[src/rtl/lmdpl_nor_eval.sv]
// LMDPL NOR evaluation stage: precharge / evaluate / hold sequencing around a
// table lookup, with rail and table integrity checks on every accepted input.
module lmdpl_nor_eval #(
  parameter int PRE_CYCLES = 2,
  parameter int ERR_W      = 4
) (
  input  logic             clk,
  input  logic             rst,
  input  logic [7:0]       t,
  input  logic             a_t,
  input  logic             a_f,
  input  logic             b_t,
  input  logic             b_f,
  input  logic             in_valid,
  output logic             in_ready,
  output logic             q_t,
  output logic             q_f,
  output logic             out_valid,
  input  logic             out_ready,
  output logic             err,
  output logic [ERR_W-1:0] err_cnt
);

  typedef enum logic [1:0] {S_PRE, S_IDLE, S_HOLD} state_t;

  localparam logic [3:0] PRE_RLD = 4'(PRE_CYCLES - 1);

  state_t           r_state, w_nxt;
  logic [3:0]       r_cnt;
  logic             r_q_t, r_q_f, r_err;
  logic [ERR_W-1:0] r_err_cnt;

  logic       w_acc, w_ok, w_rel;
  logic [1:0] w_j;

  assign w_acc = in_valid && (r_state == S_IDLE);
  assign w_rel = out_ready && (r_state == S_HOLD);
  assign w_ok  = (a_t ^ a_f) & (b_t ^ b_f) & (t[7:4] == ~t[3:0]);
  assign w_j   = {~b_t, ~a_t};

  always_ff @(posedge clk) begin
    if (rst) r_state <= S_PRE;
    else     r_state <= w_nxt;
  end

  always_comb begin
    w_nxt = r_state;
    case (r_state)
      S_PRE:   if (r_cnt == 4'd0) w_nxt = S_IDLE;
      S_IDLE:  if (w_acc) w_nxt = w_ok ? S_HOLD : S_PRE;
      S_HOLD:  if (out_ready) w_nxt = S_PRE;
      default: w_nxt = S_PRE;
    endcase
  end

  always_comb begin
    in_ready  = (r_state == S_IDLE);
    out_valid = (r_state == S_HOLD);
  end

  // Counter reloads whenever a window (evaluation or reject) closes.
  always_ff @(posedge clk) begin
    if (rst)                                 r_cnt <= PRE_RLD;
    else if (w_nxt == S_PRE && r_state != S_PRE) r_cnt <= PRE_RLD;
    else if (r_state == S_PRE && r_cnt != 4'd0)  r_cnt <= r_cnt - 4'd1;
  end

  always_ff @(posedge clk) begin
    if (rst) begin
      r_q_t <= 1'b0;
      r_q_f <= 1'b0;
    end else if (w_acc) begin
      // Rejected inputs never reach the rails.
      r_q_t <= w_ok & t[{1'b0, w_j}];
      r_q_f <= w_ok & t[{1'b1, w_j}];
    end else if (w_rel) begin
      r_q_t <= 1'b0;
      r_q_f <= 1'b0;
    end
  end

  always_ff @(posedge clk) begin
    if (rst) begin
      r_err     <= 1'b0;
      r_err_cnt <= '0;
    end else begin
      r_err <= w_acc & ~w_ok;
      if (w_acc && !w_ok && !(&r_err_cnt)) r_err_cnt <= r_err_cnt + ERR_W'(1);
    end
  end

  assign q_t     = r_q_t;
  assign q_f     = r_q_f;
  assign err     = r_err;
  assign err_cnt = r_err_cnt;

endmodule

[config.mk]
export PLATFORM = sky130hd
export DESIGN_NAME = lmdpl_nor_eval
export DESIGN_NICKNAME = d
export VERILOG_FILES = /design/src/rtl/lmdpl_nor_eval.sv
export SDC_FILE = /design/constraint.sdc
export NUM_CORES = 1
export LEC_CHECK = 0
export ABC_AREA = 1
export CORE_MARGIN = 2
export CORE_UTILIZATION = 39
export CTS_CLUSTER_SIZE = 25
export DETAILED_ROUTE_END_ITERATION = 10
export PLACE_DENSITY = 0.7
export SYNTH_ARGS = -nofsm -noshare
export SYNTH_HDL_FRONTEND = slang
export SYNTH_SLANG_ARGS = --single-unit
export TNS_END_PERCENT = 50
[constraint.sdc]
create_clock -name clk -period 1.9 [get_ports clk]
set_input_delay 0.57 -clock clk [delete_from_list [all_inputs] [get_ports clk]]
set_output_delay 0.57 -clock clk [all_outputs]
set_load 0.02 [all_outputs]
==> impl.org <==
** Timing
- Timing would allow up to 0.561 GHz.
- The count of final max-slew check failures came to 0.
- Setup repair after global routing missed its margin :: no
- For the pin with the worst max-slew slack, the measured transition is approximately 0.22 ns.
- Dividing the final minimum period by the clock period gives ~94%.
- Final number of setup-violating endpoints :: 0
- Max-slew headroom :: between 80% and 90%
- Worst hold slack :: between 0.4 and 0.5 ns
- Setup WS post-layout :: between 0.1 and 0.15 ns
- The number of hold violations in the final report was 0.
- Post-route minimum period :: ~1.8 ns
- Between clock sinks in the finished design, the worst skew comes to ~0.0054 ns.

** GRT
- Gr ovfl total :: 0
- Entering global routing, the biggest net connects 8 pins.
- Initial antenna violation count :: 0
- Global routing used between 10% and 20% of the available tracks.
- First-pass GRT wire length :: around 3.2 mm
- Number of global-route vias before repair :: between 800 and 900

** Yosys
- The top cell type by area accounts for between 30% and 40% of the synthesized area.
- For this run, the number of Yosys warnings is 0.
- By instance count, the leading cell after synthesis is sky130_fd_sc_hd__nand2_1.
- Counting flops and latches in the post-synthesis netlist gives 13.
- After synthesis, the netlist uses 25 different library cells.
- Sequential cells were found to cover 30.4% of the synthesized design area.
- Top area cells in the synthesized netlist :: sky130_fd_sc_hd__dfxtp_1, sky130_fd_sc_hd__nand2_1, sky130_fd_sc_hd__inv_1, sky130_fd_sc_hd__a21oi_1, sky130_fd_sc_hd__nor2_1
- The synthesized design contains 0 enable-type register cells.
- The synthesized design spends more area on one cell type than any other, namely sky130_fd_sc_hd__dfxtp_1.
- Net count after synthesis :: roughly 140
- Mean instance size in the synthesized netlist :: around 6.9 µm²
- Commonest cells in the netlist :: sky130_fd_sc_hd__nand2_1, sky130_fd_sc_hd__inv_1, sky130_fd_sc_hd__dfxtp_1, sky130_fd_sc_hd__nor2_1, sky130_fd_sc_hd__a21oi_1
- Post-synthesis async set-or-reset flop share :: 0%
- Post-Syn Instances :: between 100 and 150
- Mapped Area :: about 860 µm²
- Commonest register cell after synthesis :: sky130_fd_sc_hd__dfxtp_1

** Hold path
- Worst Hold Class :: reg2reg

** Placement
- Once placement finished, the instance area stood at approximately 1100 µm².
- The HPWL after detailed placement is between 1.5 and 2 mm.
- Number of port buffers :: 24
- Instance count after placement with tap cells included :: 178
- At the placement stage, the worst setup path has a slack of -0.0442 ns.
- At the end of routability-driven placement, the weighted congestion stood at 0.818.

** Final layout
- Filler instances :: a little over 200
- Storage cell area :: between 200 and 300 µm²
- The count of cells in the finished layout, fillers not included, comes to ~180.
- Area of the multi-input gates :: 490 µm²
- The area growth from synthesis to layout is 37.1%.
- Antenna Diode Count :: 0
- After routing the design area is about 1200 µm².
- Of the cells placed in the final design, the portion with a size suffix greater than 1 is around 16%.
- After the last flow step, the layout net total stands at ~170.

** Setup path
- In this design, the largest share of critical-path delay is due to buffers and inverters.
- Traced cell by cell, the critical path runs through inv_2, nor2_1, dlygate4sd2_1.
- The worst setup path is launched from a register.
- The largest individual stage delay along the critical path comes from the cell sky130_fd_sc_hd__dfxtp_1.
- For the worst setup path, the data arrival time is around 1.2 ns.
- Class of the most critical setup path :: reg2out
- CP max FO :: 4
- STA classifies the critical path endpoint as a primary output.
- Number of buffers and inverters on the critical path :: 2
- On the worst path, the slowest cell contributes a delay of roughly 0.37 ns.
- At the worst endpoint, the required time is approximately 1.3 ns.

** Floorplan
- For this design the top-level I/O count stands at 25.
- The die is between 50 and 60 µm wide.
- Effective utilization at floorplan :: between 40% and 50%
- Total core area :: 2020 µm²
- The die is about 51 µm tall.
- Area of the die :: approximately 2600 µm²
- Number of rows in the core area :: 16

** Clock tree
- Clock transition at path regs :: 0.07 ns
- At the later pin of the worst-skew pair, clock insertion delay measures about 0.28 ns.
- CTS built an H-tree with a depth of 1.
- TritonCTS created 3 clock buffers.
- The clock passes through at most 2 buffers.
- The root buffer cell chosen for the clock tree is sky130_fd_sc_hd__clkbuf_4.
- Hold bufs inserted after CTS :: 0
- Total clock sinks :: 13
- TritonCTS built the clock tree.
- After clock tree synthesis, the setup repair step added 0 buffers.

** Route
- First-pass DRT Iterations :: 4
- The count of nets left with antenna violations once routing finished came out at 0.
- After the first detailed-routing iteration, the DRC count stood at 9.
- Detailed-route DRC error count :: 0
- Detailed-route wire length :: between 1.5 and 2 mm
- Average vias per placed instance :: 4.76
- The final route contains a little under 900 vias.
- After detailed routing, the average wire length per cell comes to about 10 µm.

** Flow run
- Max cap viols :: 0

** Power and ir drop
- For this design the static power due to leakage is ~0.6 nW.
- Final Total Pwr :: 0.000981 W
- Pwr dens :: 835 nW/µm²
- Worst IR drop on VDD :: 571 µV

** Run status
- The run finished with clean final reports.
## metal layers
layer | global-route usage (%) | vias up | share of wire, %
met3 | 1.75 | 4 | 4.6
met4 | 9.46 | 0 | 1.8
li1 | - | 452 | -
met5 | 0 | - | 0
met1 | 19.1 | 385 | 46
met2 | 28.3 | 25 | 47
## cells in the final DEF, fill, tap and decap left out
master / count
sky130_fd_sc_hd__a21oi_1: 9
sky130_fd_sc_hd__a21oi_2: 3
sky130_fd_sc_hd__buf_4: 4
sky130_fd_sc_hd__clkbuf_1: 1
sky130_fd_sc_hd__clkbuf_4: 3
sky130_fd_sc_hd__clkdlybuf4s50_1: 18
sky130_fd_sc_hd__clkinv_1: 1
sky130_fd_sc_hd__dfxtp_1: 13
sky130_fd_sc_hd__dlygate4sd2_1: 3
sky130_fd_sc_hd__dlymetal6s2s_1: 3
sky130_fd_sc_hd__ha_1: 2
sky130_fd_sc_hd__inv_1: 16
sky130_fd_sc_hd__inv_2: 4
sky130_fd_sc_hd__inv_8: 1
sky130_fd_sc_hd__nand2_1: 32
sky130_fd_sc_hd__nand2_2: 2
sky130_fd_sc_hd__nand3_1: 3
sky130_fd_sc_hd__nand3_2: 2
sky130_fd_sc_hd__nand4_1: 5
sky130_fd_sc_hd__nor2_1: 10
sky130_fd_sc_hd__nor2_2: 2
sky130_fd_sc_hd__nor2_4: 1
sky130_fd_sc_hd__nor2_8: 1
sky130_fd_sc_hd__o21ai_0: 7
sky130_fd_sc_hd__o21ai_1: 2
sky130_fd_sc_hd__o21ai_2: 1
sky130_fd_sc_hd__o21ai_4: 1
sky130_fd_sc_hd__xnor2_1: 2
sky130_fd_sc_hd__xor2_1: 3
## cell families (layout without fill, tap and decap cells)
kind of cell | count (synthesis) | count (layout) | synth area share (%)
AO/OA/AOI/OAI | 23 | 23 | 16.5
XOR/XNOR | 5 | 5 | 5.11
adder cells (fa/ha/maj) | 2 | 2 | 2.92
buffers and inverters | 24 | 54 | 12.4
flip-flops | 13 | 13 | 30.4
AND/OR/NAND/NOR | 58 | 58 | 32.7
## state kept, by name (all words and copies together) (netlist names)
signal and flops:
err 1, q_t 1, r_cnt 4, q_f 1
err_cnt 4, r_state 2
## worst min-delay path: stages (launching register included)
cell,delay (ns)
sky130_fd_sc_hd__dfxtp_1,0.31
sky130_fd_sc_hd__nand2_1,0.06
sky130_fd_sc_hd__a21oi_1,0.05
## per-stage QoR
stage	util (%)	TNS, ns
after global placement	56.6	0
final	58.1	0
after CTS	57.7	0
after global routing	58.1	0
after detailed placement	56.6	-0.122
after floorplan	-	0
## timing repair
| action | in CTS | in global routing |
|---|---|---|
| pin swaps | 0 | 0 |
| resized for setup | 3 | 3 |
| setup endpoints to repair | 3 | 3 |
## report_power, final
| part | switching [W] | internal (W) |
|---|---|---|
| Combinational | 0.000251 | 0.000187 |
| Clock | 0.0000903 | 0.0000815 |
| Sequential | 0.0000420 | 0.000329 |
| Total | 0.000383 | 0.000597 |
## cell type report
cell class,count,share of cell area [%]
Tap cell,27,2.88
Clock buffer,4,2.24
Sequential cell,13,22.2
Multi-Input combinational cell,88,41.7
Timing Repair Buffer,28,23.3
Inverter,22,7.67
## final timing paths
check / start / slack [ns] / endpoint / cells after the start
worst min-delay path: q_t / 0.47 / q_t / 2
worst max register to register: r_cnt[0] / 0.58 / r_cnt[2] / 7
worst min register to register: q_t / 0.47 / q_t / 2
worst max-delay path: r_state[1] / 0.12 / out_valid / 3
Power figures use the tool's default switching activity.
